### config.mk
export PLATFORM = sky130hd
export DESIGN_NAME = multibyte_add_seq
export DESIGN_NICKNAME = d
export VERILOG_FILES = /design/src/rtl/alu_seq_pkg.sv /design/src/rtl/adder_8bit.sv /design/src/rtl/multibyte_add_seq.sv
export SDC_FILE = /design/constraint.sdc
export NUM_CORES = 1
export LEC_CHECK = 0
export ABC_AREA = 1
export CORE_MARGIN = 2
export CORE_UTILIZATION = 35
export CTS_BUF_LIST = sky130_fd_sc_hd__clkbuf_8
export CTS_CLUSTER_DIAMETER = 50
export DETAILED_ROUTE_END_ITERATION = 7
export GPL_ROUTABILITY_DRIVEN = 0
export HOLD_SLACK_MARGIN = 0.05
export SYNTH_ARGS = -nofsm -noshare
export SYNTH_HDL_FRONTEND = slang
export SYNTH_SLANG_ARGS = --single-unit
### constraint.sdc
create_clock -name clk -period 6.8 [get_ports clk]
set_input_delay 1.02 -clock clk [delete_from_list [all_inputs] [get_ports clk]]
set_output_delay 1.02 -clock clk [all_outputs]
set_load 0.01 [all_outputs]
### src/rtl/alu_seq_pkg.sv
// Shared types for the byte-serial add/subtract sequencer.
// Holds the control state encoding and the datapath byte width.
package alu_seq_pkg;

   localparam int BYTE_W = 8;

   typedef enum logic [1:0] {
      IDLE = 2'd0,
      RUN  = 2'd1,
      DONE = 2'd2
   } state_t;

endpackage

### src/rtl/adder_8bit.sv
// 8-bit ripple-carry adder shared by the byte-serial sequencer.
// Purely combinational; one full-adder cell per bit.
module adder_8bit (
   input  logic [7:0] a,
   input  logic [7:0] b,
   input  logic       cin,
   output logic [7:0] sum,
   output logic       cout
);

   logic c;

   // ripple the carry from bit 0 upward
   always_comb begin
      sum = '0;
      c   = cin;
      for (int i = 0; i < 8; i++) begin
         sum[i] = a[i] ^ b[i] ^ c;
         c      = (a[i] & b[i]) | (c & (a[i] ^ b[i]));
      end
      cout = c;
   end

endmodule

### src/rtl/multibyte_add_seq.sv
// Byte-serial NBYTES-wide add/subtract built on one shared 8-bit adder.
// Optional ACC_CHAIN_EN adds req_acc: operand A comes from the last result.
module multibyte_add_seq
   import alu_seq_pkg::*;
#(
   parameter int NBYTES = 4
) (
   input  logic                    clk,
   input  logic                    rst,
   input  logic                    req_valid,
   output logic                    req_ready,
   input  logic                    req_sub,
   input  logic [8*NBYTES-1:0]     req_a,
   input  logic [8*NBYTES-1:0]     req_b,
`ifdef ACC_CHAIN_EN
   input  logic                    req_acc,
`endif
   output logic                    res_valid,
   input  logic                    res_ready,
   output logic [8*NBYTES-1:0]     res_sum,
   output logic                    res_cout,
   output logic                    res_ovf,
   output logic                    busy
);

   localparam int W  = BYTE_W * NBYTES;
   localparam int IW = $clog2(NBYTES) + 1;

   state_t state, state_nx;

   logic [NBYTES-1:0][BYTE_W-1:0] a_q;
   logic [NBYTES-1:0][BYTE_W-1:0] b_q;
   logic                          carry;
   logic [IW-1:0]                 idx;

   logic [BYTE_W-1:0] a_byte;
   logic [BYTE_W-1:0] b_byte;
   logic [BYTE_W-1:0] sum_byte;
   logic              cout_byte;
   logic              last;
   logic [W-1:0]      a_src;
   logic              accept;

   assign last   = (idx == IW'(NBYTES - 1));
   assign accept = req_valid && (state == IDLE);

`ifdef ACC_CHAIN_EN
   assign a_src = req_acc ? res_sum : req_a;
`else
   assign a_src = req_a;
`endif

   // select the operand bytes for the current index
   always_comb begin
      a_byte = '0;
      b_byte = '0;
      for (int i = 0; i < NBYTES; i++) begin
         if (idx == IW'(i)) begin
            a_byte = a_q[i];
            b_byte = b_q[i];
         end
      end
   end

   adder_8bit u_adder (
      .a    (a_byte),
      .b    (b_byte),
      .cin  (carry),
      .sum  (sum_byte),
      .cout (cout_byte)
   );

   // control state register
   always_ff @(posedge clk or posedge rst) begin
      if (rst) state <= IDLE;
      else     state <= state_nx;
   end

   // next-state and handshake outputs
   always_comb begin
      state_nx  = state;
      req_ready = 1'b0;
      res_valid = 1'b0;
      busy      = 1'b1;
      case (state)
         IDLE: begin
            req_ready = 1'b1;
            busy      = 1'b0;
            if (req_valid) state_nx = RUN;
         end
         RUN: begin
            if (last) state_nx = DONE;
         end
         DONE: begin
            res_valid = 1'b1;
            if (res_ready) state_nx = IDLE;
         end
         default: begin
            state_nx = IDLE;
         end
      endcase
   end

   // operand capture, carry chain, index and result bytes
   always_ff @(posedge clk or posedge rst) begin
      if (rst) begin
         a_q      <= '0;
         b_q      <= '0;
         carry    <= 1'b0;
         idx      <= '0;
         res_sum  <= '0;
         res_cout <= 1'b0;
         res_ovf  <= 1'b0;
      end else if (accept) begin
         a_q   <= a_src;
         b_q   <= req_b ^ {W{req_sub}};
         carry <= req_sub;
         idx   <= '0;
      end else if (state == RUN) begin
         carry <= cout_byte;
         idx   <= idx + IW'(1);
         for (int i = 0; i < NBYTES; i++) begin
            if (idx == IW'(i)) res_sum[i*BYTE_W +: BYTE_W] <= sum_byte;
         end
         if (last) begin
            res_cout <= cout_byte;
            res_ovf  <= (a_q[NBYTES-1][BYTE_W-1] == b_q[NBYTES-1][BYTE_W-1])
                     && (sum_byte[BYTE_W-1] != a_q[NBYTES-1][BYTE_W-1]);
         end
      end
   end

endmodule

==> results of run 1 <==
-- synth_stat cells, drive strengths merged --
master | count | area share, %
o211ai | 1 | 0.14
nand3 | 35 | 4.2
clkbuf | 4 | 0.34
o21ai | 84 | 8.1
a21boi | 6 | 0.87
buf | 29 | 4.0
a21oi | 3 | 0.29
inv | 49 | 3.5
xnor2 | 32 | 5.4
o22ai | 1 | 0.12
dfrtp | 104 | 50
fa | 8 | 3.1
or2 | 6 | 0.72
nand2 | 224 | 17
nor2 | 13 | 1.3
ha | 5 | 1.2
o31ai | 1 | 0.14
-- per-layer routing --
metal / global-route usage, % / vias to the layer above
met1: 23.7 / 1915
met4: 5.56 / 0
met2: 26.6 / 150
met5: 0 / -
li1: - / 2055
met3: 2.72 / 23
-- registers in the layout, indices dropped and copies added (netlist names) --
| signal | flops |
|---|---|
| a_q | 32 |
| b_q | 32 |
| carry | 1 |
| idx | 3 |
| res_cout | 1 |
| res_ovf | 1 |
| res_sum | 32 |
| state | 2 |
-- area by class of cell --
cell class                      instances  area share [%]
Timing Repair Buffer                  107            16.4
Clock inverter                          5           0.504
Tap cell                              184            3.57
Sequential cell                       104            40.3
Inverter                               49            2.89
Multi-Input combinational cell        419            33.9
Clock buffer                           11            2.35
-- power by group --
group	switching [mW]	internal [mW]	leakage, nW	total, mW
sequential	0.188	0.906	1.30	1.09
combinational	0.988	0.624	1.59	1.61
clock	0.209	0.152	0.0927	0.361
-- worst max-delay path: stages, from the launching register on --
cell and delay [ns]:
dfrtp_1 0.47, inv_2 0.35, ha_1 0.44, inv_2 0.24, nand2_1 0.12, inv_1 0.04
nand2_1 0.05, nand2_1 0.07, fa_1 0.38, fa_1 0.40, fa_1 0.40, fa_1 0.40
fa_1 0.37, inv_1 0.08, fa_1 0.16, inv_1 0.05, fa_1 0.35, inv_1 0.07
fa_1 0.44, o21ai_0 0.17, nand2_1 0.06, o21ai_0 0.13
-- stage by stage --
stage	cell area, um2	cells
after floorplan	5200	605
after global placement	6270	863
after detailed placement	6270	863
after CTS	6450	879
after global routing	6450	879
final	6450	879
-- cell families after synthesis --
group,Yosys count
simple gates,278
flops,104
compound gates,96
buf+inv,82
xor+xnor,32
fa+ha+maj,13
-- worst max path at each step --
stage                     endpoint
6_report       res_ovf$_DFFE_PP0P_
5_1_grt        res_ovf$_DFFE_PP0P_
4_1_cts        res_ovf$_DFFE_PP0P_
3_5_place_dp   res_ovf$_DFFE_PP0P_
3_3_place_gp   res_ovf$_DFFE_PP0P_
2_1_floorplan  res_ovf$_DFFE_PP0P_
==> impl_results.md, run 1 <==
* Multi-input logic area at between 2000 and 2500 um2
* Number of nets with antenna violations after routing at 0
* Synthesized area per cell at roughly 8.6 um2
* Ports at around 110
* Crit end category: flop
* Share of layout cells above drive strength 1 at ~6.9%
* Die Y at 126 um
* Total routed wirelength at around 13 mm
* Worst Path Arrival at 5.61 ns
* Status: complete, no violations
* Dpl hpwl at just under 10 mm
* Seq/Total Area, Yosys at approximately 50%
* Final setup margin at roughly 1.5 ns
* Worst Path Max Fanout at 25
* Synth Instances at 605
* Met3 wire len at approximately 680 um
* R2R cell count at 21
* DRT iter0 DRCs at ~300
* Max Slew Vio Count at 0
* Total congestion overflow at 0
* Class of the worst hold path: flop to flop
* Hold Path End: a_q[11]$_DFFE_PP0P_
* IO buf count at about 110
* Longest Clk Path Bufs at 2
* RR Endpoint: res_ovf$_DFFE_PP0P_
* GR Util All Layers at 16.8%
* Crit Path Class: flop to flop
* Worst setup path start: idx[2]$_DFFE_PP0P_
* Most frequent cells in the layout: 218 x nand2_1, 104 x dfrtp_1, 104 x clkdlybuf4s50_1
* Setup slack, reg-to-reg at between 1 and 1.5 ns
* Slew margin rel. at 39.2%
* Total CTS buffers at 9
* Overall power at 3.07 mW
* Synth Area in Compound Gates at approximately a tenth
* Mux contribution to synthesized area at 0%
* Post-Synth Simple-Gate Area at ~23%
* Drt drc at 0
* Unrepaired setup endpoints after global routing: false
* Xor and xnor area share after synthesis at around 5.4%
* Avg WL per Cell at about 15 um
* Largest family of logic cells by synthesized area: simple AND/OR/NAND/NOR gates
* Period utilization at 78.1%
* Nets at 772
* Detailed Routing Iterations Pass 1 at 6
* Post-synthesis net count at between 600 and 700
* Synth warnings at 0
* Worst-path clk slew at 0.10 ns
* Worst-Skew Late Latency at approximately 0.37 ns
* Site row count at 44
* Fmax at about 190 MHz
* Met2 routed WL at between 5 and 6 mm
* Vias/cell at about 4.7
* Clk root buf: clkbuf_8
* Top routing layer used: met4
* Setup crit start kind: flop
* FF-to-FF Start: idx[2]$_DFFE_PP0P_
* Full die area at around 16000 um2
* Layout Utilization at approximately 44%
* Via count at approximately 4100
* Critical path data required time at between 7 and 8 ns
* Synth Cell Area at between 5000 and 6000 um2
* Post-CTS resize count at 0
* Setup TNS at 0 ns
* Slew @ Worst Pin at approximately 0.9 ns
* Pwr Density at 475 nW/um2
* First-pass GRT wire length at 21.2 mm
* Core area at roughly 15000 um2
* Hold_buf cts at 0
* Initial antenna violation count at 0
* Largest net degree at the start of global routing at between 90 and 100
* Synth Register Bits at about 100
* CTS tree: yes
* Minimum clock period at approximately 5.3 ns
* H-tree levels at 3
* Initial core utilization at between 30% and 40%
* Vias in the first global route at between 4000 and 5000
* Clock sink total at 104
* Die Wd at ~130 um
* DP Worst Slack at 1.57 ns
* P&R area growth vs syn at 24.2%
* Sequential cell area at ~2600 um2
* P_leak at between 2 and 3 nW
* Metal-1 WL at about 6 mm
* Antenna cells at 0
* Maxcap violations at 0
* Worst Skew at between 0.01 and 0.015 ns
* Hold WS at a little under 0.5 ns
* Final Setup Violations at 0
* Final Hold Violating Endpoints at 0
* Worst hold path depth at 2
* Max VDD drop at approximately 0.28 mV
* Adder and majority gate portion of the synthesized area at roughly 4.3%
* Commonest non-fill, non-tap cell in the layout: nand2_1
* Fillers at 1458
* Postcts setup bufs at 0
* Worst hold start: a_q[11]$_DFFE_PP0P_
* Number of distinct library cells after synthesis at 29
No activity file was read; power rests on OpenSTA's default activity.
==> run 2: changes to the inputs <==
- clock period: 6.8 -> 4.35 ns (I/O delays scaled with it)
==> run 2 against run 1 <==
  * Sequential cell count unchanged
  * Non-clock buffer count increased by 18
  * Sequential share of layout area decreased by 1.4 points
  * Largest power group unchanged
  * Die area unchanged
  * Final cell count up 2.0%
  * Highest routed layer unchanged
  * Clock skew is 0.0039 ns higher
==> impl_results.md, run 2 (synthesis gave the netlist of run 1 again) <==
* Status: complete, no violations (unchanged)
* First-pass GRT wire length at 20.5 mm (was 21.2 mm)
* Worst-Skew Late Latency at 0.38 ns (was 0.37 ns)
* Final Setup Violations at 0 (unchanged)
* Vias/cell at 4.62 (was 4.71)
* Psw at 2.29 mW (was 1.39 mW)
* Die Wd at 126 um (unchanged)
* Maxcap violations at 0 (unchanged)
* Setup crit start kind: flop (unchanged)
* Number of nets with antenna violations after routing at 0 (unchanged)
* Fillers at 1417 (was 1458)
* H-tree levels at 3 (unchanged)
* Period utilization at 99.2% (was 78.1%)
* Clk pwr share at 11.5% (was 11.8%)
* Core area at 14500 um2 (unchanged)
* Largest net degree at the start of global routing at 92 (was 93)
* P_int at 2.82 mW (was 1.68 mW)
* Max Slew Vio Count at 0 (unchanged)
* IO buf count at 105 (unchanged)
* Top flop regs: a_q: 32 flops, b_q: 32 flops, res_sum: 32 flops (unchanged)
* CTS tree: yes (unchanged)
* Worst-path clk slew at 0.11 ns (was 0.10 ns)
* Critical path data required time at 4.65 ns (was 7.10 ns)
* Reg power frac at 33.4% (was 35.7%)
* Via count at 4145 (was 4143)
* Vias in the first global route at 4178 (was 4132)
* P&R area growth vs syn at 28.8% (was 24.2%)
* Most frequent cells in the layout: 218 x nand2_1, 104 x clkdlybuf4s50_1, 103 x dfrtp_1 (was 218 x nand2_1, 104 x dfrtp_1, 104 x clkdlybuf4s50_1)
* Total routed wirelength at 12.4 mm (was 12.8 mm)
* Initial antenna violation count at 0 (unchanged)
* DRT iter0 DRCs at 248 (was 295)
* Total congestion overflow at 0 (unchanged)
* Drt drc at 0 (unchanged)
* Clk root buf: clkbuf_8 (unchanged)
* Site row count at 44 (unchanged)
* Antenna cells at 0 (unchanged)
* Max VDD drop at 0.317 mV (was 0.282 mV)
* Crit end category: flop (unchanged)
* Nets at 790 (was 772)
* Cell area after layout at 6700 um2 (was 6450 um2)
* Worst Path Arrival at 4.62 ns (was 5.61 ns)
* Commonest non-fill, non-tap cell in the layout: nand2_1 (unchanged)
* Slew @ Worst Pin at 1.07 ns (was 0.912 ns)
* Die Y at 126 um (unchanged)
* Sw Ratio at 44.8% (was 45.2%)
* Detailed Routing Iterations Pass 1 at 4 (was 6)
* Comb power frac at 55.1% (was 52.5%)
* Fmax at 232 MHz (was 188 MHz)
* Hold_buf cts at 0 (unchanged)
* Unrepaired setup endpoints after global routing: true (was false)
* Dpl hpwl at 9.38 mm (was 9.63 mm)
* Clock sink total at 104 (unchanged)
* Total CTS buffers at 9 (unchanged)
* Full die area at 15800 um2 (unchanged)
* Share of layout cells above drive strength 1 at 12.8% (was 6.91%)
* Longest Clk Path Bufs at 2 (unchanged)
* Pwr Density at 763 nW/um2 (was 475 nW/um2)
* GR Util All Layers at 15.9% (was 16.8%)
* Final Hold Violating Endpoints at 0 (unchanged)
* P_leak at 3.08 nW (was 2.99 nW)
* Ports at 106 (unchanged)
* Worst Skew at 0.0157 ns (was 0.0118 ns)
* Minimum clock period at 4.32 ns (was 5.31 ns)
* Crit Path Class: flop to flop (unchanged)
* Layout Utilization at 46.1% (was 44.4%)
* Initial core utilization at 35.8% (unchanged)
* Class of the worst hold path: flop to flop (unchanged)
* Setup TNS at 0 ns (unchanged)
* Avg WL per Cell at 13.9 um (was 14.6 um)
* Worst Path Max Fanout at 4 (was 25)
* Slew margin rel. at 28.9% (was 39.2%)
* Dpl cell area at 6410 um2 (was 6270 um2)
[run 2: cell count changes in the layout (fill, tap and decap cells not counted), sizes merged]
cell	before	now
inv	50	53
buf	3	21
clkinv	2	1
clkbuf	11	9
[run 2: cell type report]
cell class,count,area (um2),share of cell area [%]
timing repair buffer,125,1200,17.9
sequential,104,2600,38.9
clock inverter,7,62.6,0.934
clock buffer,9,124,1.85
inverter,49,199,2.97
multi-input combinational,419,2280,34.0
tap,184,230,3.44
[run 2: worst paths after layout]
| path | from | end | slack, ns | cells past startpoint |
|---|---|---|---|---|
| worst min register to register | a_q[18]$_DFFE_PP0P_ | a_q[18]$_DFFE_PP0P_ | 0.49 | 2 |
| max in group asynchronous | rst | a_q[26]$_DFFE_PP0P_ | 2.59 | 3 |
| worst min-delay path | a_q[18]$_DFFE_PP0P_ | a_q[18]$_DFFE_PP0P_ | 0.49 | 2 |
| worst max-delay path | idx[0]$_DFFE_PP0P_ | res_ovf$_DFFE_PP0P_ | 0.03 | 22 |
| min in group asynchronous | rst | res_sum[29]$_DFFE_PP0P_ | 0.88 | 2 |
| worst max register to register | idx[0]$_DFFE_PP0P_ | res_ovf$_DFFE_PP0P_ | 0.03 | 22 |
[run 2: power by group through the flow]
stage | Clock [mW] | Sequential (mW) | Combinational [mW]
floorplan | 0 | 1.69 | 1.70
global placement | 0 | 1.71 | 2.66
detailed placement | 0 | 1.72 | 2.72
CTS | 0.596 | 1.70 | 2.75
global route | 0.635 | 1.76 | 3.15
finish | 0.588 | 1.70 | 2.82
[run 2: per-layer routing]
layer,wire length (um),track usage [%],up-vias
li1,-,-,2098
met1,5850,22.3,1918
met2,5770,25.8,111
met3,609,2.68,18
met4,213,4.65,0
met5,0,0,-
[run 2: metrics by stage]
stage                     hold slack [ns]  power [mW]  setup WS (ns)  cells
after detailed placement            0.465        4.44        -0.0179    876
after floorplan                     0.444        3.39         -0.167    605
after CTS                           0.493        5.04        0.00403    893
after global routing                0.513        5.54         -0.142    897
after global placement              0.466        4.37         0.0331    876
final                               0.488        5.11         0.0344    897
[run 2: critical path: stages (launching register included)]
cell	delay (ns)
dfrtp_1	0.43
buf_6	0.14
ha_4	0.17
inv_4	0.06
nor2_4	0.04
nand2_1	0.06
nand3_1	0.08
nand2_1	0.06
nand2_1	0.06
fa_2	0.34
fa_2	0.35
fa_2	0.35
fa_2	0.35
fa_2	0.34
inv_2	0.06
fa_2	0.18
inv_2	0.04
fa_2	0.33
inv_2	0.06
fa_1	0.45
o21ai_1	0.15
nand2_1	0.06
o21ai_1	0.10
[run 2: timing repair]
action / CTS / global route
gates resized for setup: 5 / 18
endpoints found under the setup margin: 4 / 5
buffers inserted: 1 / 4
pin swaps: 1 / 8
==> run 3: changes to the inputs <==
- CELL_PAD_IN_SITES_DETAIL_PLACEMENT: default -> 1
- CELL_PAD_IN_SITES_GLOBAL_PLACEMENT: default -> 2
- CORE_UTILIZATION: 35 -> 31
- PLACE_DENSITY_LB_ADDON: default -> 0.1
- clock period: 4.35 -> 4.1 ns (I/O delays scaled with it)
==> run 3 against run 2 <==
  * The flow now finishes with violations (negative setup slack)
  * Clock-buffer cell count unchanged
  * Worst hold slack got worse by 0.0047 ns
  * Clock skew shrank 0.0016 ns
  * Sequential share of layout area fell by 0.77 points
  * Combinational power up 13%
  * Final area increased by 2.0%
  * Clock power increased by 19%
  * Non-clock buffer count up 9
  * Final cell count rose by 5.0%
  * Largest cell class unchanged
==> impl_results.md, run 3 (synthesis gave the netlist of run 1 again) <==
* Total CTS buffers at 9 (unchanged)
* DRT iter0 DRCs at 204 (was 248)
* Worst-Skew Late Latency at 0.38 ns (about the same)
* Layout Utilization at 41.5% (was 46.1%)
* Slew @ Worst Pin at 1.07 ns (about the same)
* Largest net degree at the start of global routing at 87 (was 92)
* Fillers at 1956 (was 1417)
* Dpl cell area at 6550 um2 (was 6410 um2)
* Detailed Routing Iterations Pass 1 at 4 (unchanged)
* Class of the worst hold path: flop to flop (unchanged)
* Cells along the critical path: inv_2, ha_4, inv_2, nor2_4, nand2_2, nand3_2, a21boi_2, fa_2, fa_2, fa_2, fa_2, fa_2, inv_2, fa_2, inv_1, fa_2, inv_2, fa_1, o21ai_1, nand2_1, o21ai_1 (was buf_6, ha_4, inv_4, nor2_4, nand2_1, nand3_1, nand2_1, nand2_1, fa_2, fa_2, fa_2, fa_2, fa_2, inv_2, fa_2, inv_2, fa_2, inv_2, fa_1, o21ai_1, nand2_1, o21ai_1)
* Dpl hpwl at 10.8 mm (was 9.38 mm)
* Failing checks: negative setup slack
* IO buf count at 105 (unchanged)
* Worst Path Max Fanout at 4 (unchanged)
* Longest Clk Path Bufs at 2 (unchanged)
* Final Hold Violating Endpoints at 0 (unchanged)
* Die Y at 133 um (was 126 um)
* Final setup margin at -0.249 ns (was 0.0344 ns)
* Initial antenna violation count at 0 (unchanged)
* Nets at 799 (was 790)
* Top flop regs: a_q: 32 flops, b_q: 32 flops, res_sum: 32 flops (unchanged)
* Max VDD drop at 0.306 mV (was 0.317 mV)
* Clock sink total at 104 (unchanged)
* First-pass GRT wire length at 23.4 mm (was 20.5 mm)
* Number of nets with antenna violations after routing at 0 (unchanged)
* Minimum clock period at 4.35 ns (was 4.32 ns)
* Critical path data required time at 4.41 ns (was 4.65 ns)
* Setup crit start kind: flop (unchanged)
* P_leak at 3.15 nW (was 3.08 nW)
* GR Util All Layers at 16.7% (was 15.9%)
* Hold_buf cts at 0 (unchanged)
* Worst Path Arrival at 4.66 ns (was 4.62 ns)
* Pwr Density at 831 nW/um2 (was 763 nW/um2)
* H-tree levels at 3 (unchanged)
* Maxcap violations at 0 (unchanged)
* Cell area after layout at 6830 um2 (was 6700 um2)
* Clk root buf: clkbuf_8 (unchanged)
* Share of layout cells above drive strength 1 at 13.2% (was 12.8%)
* Worst Skew at 0.0141 ns (was 0.0157 ns)
* Core area at 16500 um2 (was 14500 um2)
* Via count at 4224 (was 4145)
* Status: finished, violations left (was complete, no violations)
* CTS tree: yes (unchanged)
* Avg WL per Cell at 15.1 um (was 13.9 um)
* Max Slew Vio Count at 0 (unchanged)
* Most frequent cells in the layout: 217 x nand2_1, 104 x clkdlybuf4s50_1, 103 x dfrtp_1 (was 218 x nand2_1, 104 x clkdlybuf4s50_1, 103 x dfrtp_1)
* Fmax at 230 MHz (was 232 MHz)
* Full die area at 17800 um2 (was 15800 um2)
* Initial core utilization at 31.6% (was 35.8%)
* Ports at 106 (unchanged)
* Total routed wirelength at 14.2 mm (was 12.4 mm)
* Cell mode on critical path: fa_2 (unchanged)
* Crit Path Class: flop to flop (unchanged)
* Antenna cells at 0 (unchanged)
* Site row count at 47 (was 44)
* Crit end category: flop (unchanged)
* Slowest cell on crit path: dfrtp_1 (was fa_1)
* Vias/cell at 4.48 (was 4.62)
* Drt drc at 0 (unchanged)
* Hold WS at 0.484 ns (was 0.488 ns)
* Crit path buf inv count at 5 (unchanged)
* Total congestion overflow at 0 (unchanged)
* Unrepaired setup endpoints after global routing: true (unchanged)
* Crit path max-delay family: adder cells (unchanged)
* Commonest non-fill, non-tap cell in the layout: nand2_1 (unchanged)
* P&R area growth vs syn at 31.4% (was 28.8%)
* Max incr delay on CP at 0.42 ns (was 0.45 ns)
* Final Setup Violations at 5 (was 0)
* Vias in the first global route at 4452 (was 4178)
* Slew margin rel. at 28.7% (was 28.9%)
* Period utilization at 106% (was 99.2%)
* Worst-path clk slew at 0.10 ns (was 0.11 ns)
* DP Worst Slack at -0.358 ns (was -0.0179 ns)
* Die Wd at 133 um (was 126 um)
[run 3: cell count changes in the layout (fill, tap and decap cells not counted), sizes merged]
cell      previous run  this run
buf                 21        30
clkinv               1         4
bufinv               0         2
inv                 53        50
clkinvlp             2         0
[run 3: per-stage QoR]
step | TNS [ns] | total power [mW] | std cells
2_1_floorplan | -1.81 | 3.59 | 605
3_3_place_gp | -0.873 | 4.91 | 922
3_5_place_dp | -1.52 | 5.00 | 922
4_1_cts | -0.978 | 5.76 | 942
5_1_grt | -2.16 | 6.21 | 942
6_report | -1.04 | 5.68 | 942
[run 3: final cells by class]
| class | instances | area (um2) | share of cell area (%) |
|---|---|---|---|
| sequential | 104 | 2600 | 38.1 |
| multi-input combinational | 419 | 2260 | 33.1 |
| timing repair buffer | 134 | 1290 | 18.9 |
| tap | 220 | 275 | 4.03 |
| inverter | 49 | 191 | 2.80 |
| clock buffer | 9 | 124 | 1.81 |
| clock inverter | 7 | 87.6 | 1.28 |
[run 3: power by group]
group          leakage [nW]  switching (mW)  internal (mW)
clock                 0.114           0.359          0.340
sequential             1.30           0.295           1.50
combinational          1.73            1.86           1.32
[run 3: routing by layer]
metal | vias to the layer above | global-route usage [%] | share of wire, %
met5 | - | 0 | 0
met4 | 0 | 5.32 | 1.2
met3 | 11 | 2.89 | 3.3
met2 | 71 | 28.4 | 48
met1 | 2031 | 21.7 | 47
li1 | 2111 | - | -
[run 3: worst min-delay path, delay by kind of cell, from the launching register on]
kind | cells | cell delay (ns)
AND/OR/NAND/NOR | 1 | 0.05
flip-flops | 1 | 0.35
AO/OA/AOI/OAI | 1 | 0.06
[run 3: final timing paths]
| check | cells past startpoint | from | slack, ns | end |
|---|---|---|---|---|
| max | 21 | idx[1]$_DFFE_PP0P_ | -0.25 | res_ovf$_DFFE_PP0P_ |
| min | 2 | b_q[27]$_DFFE_PP0P_ | 0.48 | b_q[27]$_DFFE_PP0P_ |
| max reg2reg | 21 | idx[1]$_DFFE_PP0P_ | -0.25 | res_ovf$_DFFE_PP0P_ |
| min reg2reg | 2 | b_q[27]$_DFFE_PP0P_ | 0.48 | b_q[27]$_DFFE_PP0P_ |
| max in group asynchronous | 3 | rst | 2.35 | a_q[17]$_DFFE_PP0P_ |
| min in group asynchronous | 2 | rst | 0.84 | res_sum[28]$_DFFE_PP0P_ |
[run 3: what timing repair did]
item                       4_1_cts  5_1_grt
pin swaps                        2        7
buffers inserted                 4        0
setup endpoints to repair        6       10
gates resized for setup          8        6
